File: src/rtl/bcd_updown_counter.sv
// Multi-digit radix-N up/down counter with clear, parallel load and cascade carry.
// Define BCD_UPDOWN_COUNTER_SAT_EN to saturate at the terminal state instead of wrapping.
module bcd_updown_counter #(
    parameter int DIGITS = 4,
    parameter int RADIX  = 10
) (
    input  logic                  Clock,
    input  logic                  Reset,
    input  logic                  Count,
    input  logic                  Up,
    input  logic                  Clear,
    input  logic                  Load,
    input  logic [4*DIGITS-1:0]   LoadValue,
    output logic [4*DIGITS-1:0]   Value,
    output logic                  Carry,
    output logic                  Wrapped
);

    localparam int              W         = 4 * DIGITS;
    localparam logic [3:0]      DIGIT_MAX = 4'(RADIX - 1);
    localparam logic [4:0]      RADIX_5B  = 5'(RADIX);

    logic [W-1:0]       r_value;
    logic               r_wrapped;

    logic [DIGITS-1:0]  w_low_max;
    logic [DIGITS-1:0]  w_low_zero;
    logic               w_term_up;
    logic               w_term_down;
    logic               w_terminal;
    logic               w_carry;
    logic [W-1:0]       w_step_value;
    logic [W-1:0]       w_count_value;
    logic [W-1:0]       w_load_value;

    // w_low_max[k] / w_low_zero[k]: every digit below k sits at its up / down limit.
    always_comb begin : terminal_decode
        logic v_all_max;
        logic v_all_zero;
        // NOTE: every output of a combinational block gets a value on every path,
        // starting with a default, so no latch is inferred.
        v_all_max  = 1'b1;
        v_all_zero = 1'b1;
        w_low_max  = '0;
        w_low_zero = '0;
        for (int k = 0; k < DIGITS; k++) begin
            w_low_max[k]  = v_all_max;
            w_low_zero[k] = v_all_zero;
            v_all_max     = v_all_max  & (r_value[4*k +: 4] == DIGIT_MAX);
            v_all_zero    = v_all_zero & (r_value[4*k +: 4] == 4'd0);
        end
        w_term_up   = v_all_max;
        w_term_down = v_all_zero;
    end

    always_comb begin : step_logic
        logic [3:0] v_digit;
        v_digit      = 4'd0;
        w_step_value = r_value;
        for (int k = 0; k < DIGITS; k++) begin
            v_digit = r_value[4*k +: 4];
            if (Up && w_low_max[k]) begin
                w_step_value[4*k +: 4] = (v_digit == DIGIT_MAX) ? 4'd0 : v_digit + 4'd1;
            end else if (!Up && w_low_zero[k]) begin
                w_step_value[4*k +: 4] = (v_digit == 4'd0) ? DIGIT_MAX : v_digit - 4'd1;
            end
        end
    end

    // Out-of-range load digits are forced to 0 so the count never leaves the radix.
    always_comb begin : load_sanitize
        logic [3:0] v_digit;
        v_digit      = 4'd0;
        w_load_value = '0;
        for (int k = 0; k < DIGITS; k++) begin
            v_digit = LoadValue[4*k +: 4];
            w_load_value[4*k +: 4] = ({1'b0, v_digit} >= RADIX_5B) ? 4'd0 : v_digit;
        end
    end

    assign w_terminal = Up ? w_term_up : w_term_down;
    assign w_carry    = Count & ~Clear & ~Load & w_terminal;

`ifdef BCD_UPDOWN_COUNTER_SAT_EN
    assign w_count_value = w_terminal ? r_value : w_step_value;
`else
    assign w_count_value = w_step_value;
`endif

    // NOTE: state registers use non-blocking assignments so every flop samples
    // the pre-edge values, and all of them are cleared by the async reset.
    always_ff @(posedge Clock or negedge Reset) begin
        if (!Reset) begin
            r_value   <= '0;
            r_wrapped <= 1'b0;
        end else if (Clear) begin
            r_value   <= '0;
            r_wrapped <= 1'b0;
        end else if (Load) begin
            r_value   <= w_load_value;
            r_wrapped <= 1'b0;
        end else if (Count) begin
            r_value <= w_count_value;
            if (w_carry) begin
                r_wrapped <= 1'b1;
            end
        end
    end

    assign Value   = r_value;
    assign Carry   = w_carry;
    assign Wrapped = r_wrapped;

endmodule

File: config.mk
export PLATFORM = sky130hd
export DESIGN_NAME = bcd_updown_counter
export DESIGN_NICKNAME = d
export VERILOG_FILES = /design/src/rtl/bcd_updown_counter.sv
export SDC_FILE = /design/constraint.sdc
export NUM_CORES = 1
export LEC_CHECK = 0
export ABC_AREA = 1
export ABC_CLOCK_PERIOD_IN_PS = 1910
export CAP_MARGIN = 25
export CELL_PAD_IN_SITES_DETAIL_PLACEMENT = 0
export CELL_PAD_IN_SITES_GLOBAL_PLACEMENT = 1
export CORE_ASPECT_RATIO = 1.1
export CORE_MARGIN = 10
export CORE_UTILIZATION = 32
export DETAILED_ROUTE_END_ITERATION = 16
export PLACE_DENSITY = 0.79
export REMOVE_ABC_BUFFERS = 1
export SLEW_MARGIN = 20
export SYNTH_ARGS = -nofsm -noshare
export SYNTH_HDL_FRONTEND = slang
export SYNTH_SLANG_ARGS = --single-unit
File: constraint.sdc
create_clock -name Clock -period 1.91 [get_ports Clock]
set_input_delay 0.4775 -clock Clock [delete_from_list [all_inputs] [get_ports Clock]]
set_output_delay 0.4775 -clock Clock [all_outputs]
set_load 0.1 [all_outputs]
==> flow_summary.json <==
{
  "ant_nets": 0,
  "highest_layer": "met4",
  "pin_count": 40,
  "drt_iter0_drc": 66,
  "grt_setup_unrepaired": "yes",
  "clk_pin_slew_ps": 70,
  "num_vias": 2260,
  "wl_met1_mm": 2.66,
  "via_per_inst": 4.75,
  "clk_latency_ps": 250,
  "relSlewSlack_pct": 75.5,
  "fill_cells": 500,
  "tightest_slew_ps": 363,
  "wl_met3_um": 296,
  "core-area_mm2": 0.00547,
  "place_hpwl_mm": 4.85,
  "wl_mm": 6.29,
  "area_delta_synth_final_pct": 78.2,
  "setup_ws_ps": -326,
  "timing.final.crit_share_pct": 117,
  "antenna_cells": 0,
  "seq_area_frac_synth_pct": 23.1,
  "firstDrtPassIters": 4,
  "whs_ps": 561,
  "start_util_pct": 33.7,
  "synth_top_cell_by_area": "dfrtp_1",
  "hp-class": "in -> async",
  "skew_ps": 0.956,
  "final_nets": 438,
  "gp_congestion": 0.853,
  "drcViolationCount": 0,
  "arrival_ps": 1760,
  "cellPowerDensity_mw_per_mm2": 670,
  "status": "finished with violations",
  "grt_use_total_pct": 13.4,
  "htree_levels": 1,
  "syn_area_mm2": 0.00184,
  "crit_fanout": 3,
  "endpoint_kind": "output pin",
  "utilization_pct": 60.0,
  "ir_drop_mv": 0.328,
  "avgSynthCellArea_um2": 6.52,
  "setup.worst_path.start_class": "flip-flop",
  "rows": 28,
  "slew_viol_final": 0,
  "synth_cells": 282,
  "synth_seq_cells": 17,
  "grt_pass1_vias": 2278,
  "io_buffers": 39,
  "grt_max_degree": 18,
  "hold_viol": 0,
  "yosys.cell_types.count": 31,
  "die_x_um": 92.3,
  "crit_type": "reg -> out",
  "power_uw": 2200,
  "violations": "setup timing",
  "fp.dieH_um": 99.5,
  "drive_gt1_share_pct": 37.4,
  "wl_per_cell_um": 13.2,
  "dp_slack_ps": -526,
  "yosysWarnings": 0,
  "critPathRequiredTime_ps": 1430,
  "clock-root-buffer": "clkbuf_8",
  "max_freq_mhz": 447,
  "dieArea_mm2": 0.00918,
  "power_leakage_uw": 0.00162,
  "cts_sinks": 17,
  "synth_area_leaders": "dfrtp_1, nand2_1, nand3_1",
  "setup_viol": 1,
  "met2_length_mm": 3.28,
  "cts_tree": "yes",
  "grt_pass1_wl_mm": 10.5,
  "synthDominantCellAreaShare_pct": 23.1,
  "period_needed_ps": 2240,
  "overflow": 0,
  "antenna_found_initial": 0,
  "cts_buffers": 3,
  "maxCapViolCount": 0,
  "clk_path_buf_depth": 2
}
-- synth_stat cells --
library cell / instances
nand3_4: 2
nand2_1: 81
a21oi_1: 17
nand4_1: 3
o21ai_0: 18
clkbuf_1: 2
nand3b_1: 1
o21ai_1: 7
nor2_8: 2
dfrtp_1: 17
a41oi_1: 1
or2_2: 2
nand4_2: 1
o22ai_1: 2
ha_1: 14
o211ai_1: 2
nand2_4: 2
nor3_1: 1
nand3_2: 3
o21ai_2: 1
inv_1: 23
nor2_1: 21
buf_2: 1
and2_1: 1
inv_2: 9
nor2_2: 4
a31oi_1: 1
nand2_2: 1
nor2_4: 3
xor2_1: 3
nand3_1: 36
-- kinds of logic (layout without fill, tap and decap cells) --
group / after synthesis / count (layout) / share of synthesized area [%]
simple gates: 164 / 164 / 44.5
flops: 17 / 17 / 23.1
buf+inv: 35 / 154 / 7.21
compound gates: 49 / 49 / 14.2
xor+xnor: 3 / 3 / 1.43
fa+ha+maj: 14 / 14 / 9.52
-- state kept, by name, indices dropped and copies added, names as in the netlist --
name and count:
Value 16, Wrapped 1
-- critical path, cell delays in order, from the launching register on --
cell and delay (ps):
dfrtp_1 390, inv_2 120, ha_4 160, nand2_4 60
nor2_4 140, nand3_4 100, o22ai_4 180, nand3_2 100
inv_2 80, buf_12 170
-- per-layer routing --
metal	vias to the layer above	GRT usage, %
li1	1175	-
met4	0	2.97
met3	8	2.26
met1	1026	15.6
met2	51	24.8
met5	-	0
-- cells in the final DEF, fill, tap and decap left out, drive strengths merged --
cell,netlist,routed
inv,32,32
clkbuf,2,4
ha,14,14
dlygate4sd2,0,1
nand4,4,4
buf,1,97
a21oi,17,17
o211ai,2,2
nand3,41,41
clkdlybuf4s50,0,20
nor3,1,1
xor2,3,3
nand2,84,84
a41oi,1,1
nor2,30,30
or2,2,2
o21ai,26,26
dfrtp,17,17
a31oi,1,1
o22ai,2,2
and2,1,1
nand3b,1,1
-- path summary, 6_finish.rpt --
| path | cells after the start | start | endpoint | slack (ps) |
|---|---|---|---|---|
| max in group asynchronous | 2 | Reset | Value[9] | 1140 |
| setup reg to reg | 13 | Value[1] | Value[6] | 170 |
| hold reg to reg | 2 | Wrapped | Wrapped | 570 |
| min in group Clock | 2 | Wrapped | Wrapped | 570 |
| setup / recovery | 9 | Value[1] | Carry | -330 |
| hold / removal | 2 | Reset | Value[4] | 560 |
-- through the flow --
step	setup TNS, ps	cells	area (um^2)
final	-326	476	3280
after floorplan	-5090	279	1830
after global placement	-1060	460	2990
after detailed placement	-1090	460	2990
after global routing	-406	476	3280
after CTS	-325	470	3180
-- power by group --
| part | internal [uW] | leakage [uW] | switching, uW |
|---|---|---|---|
| Clock | 148 | 0.0000228 | 137 |
| Combinational | 635 | 0.00137 | 833 |
| Sequential | 402 | 0.000222 | 39.4 |
| Total | 1190 | 0.00162 | 1010 |
-- what timing repair did --
item,4_1_cts,5_1_grt
pin swaps,6,9
cloned,0,0
endpoints found under the setup margin,1,2
hold buffers,0,0
resized for setup,25,10
setup buffers,6,6
-- final cells by class --
| class | instances | area (um^2) | share of cell area, % |
|---|---|---|---|
| multi-input cells | 230 | 1410 | 43.0 |
| repair buffers | 118 | 1180 | 36.1 |
| flip-flops and latches | 17 | 425 | 13.0 |
| inverters | 32 | 120 | 3.67 |
| well taps | 75 | 93.8 | 2.86 |
| clock buffers | 4 | 45.0 | 1.37 |
Note: power is estimated with default switching activity, not from simulation.
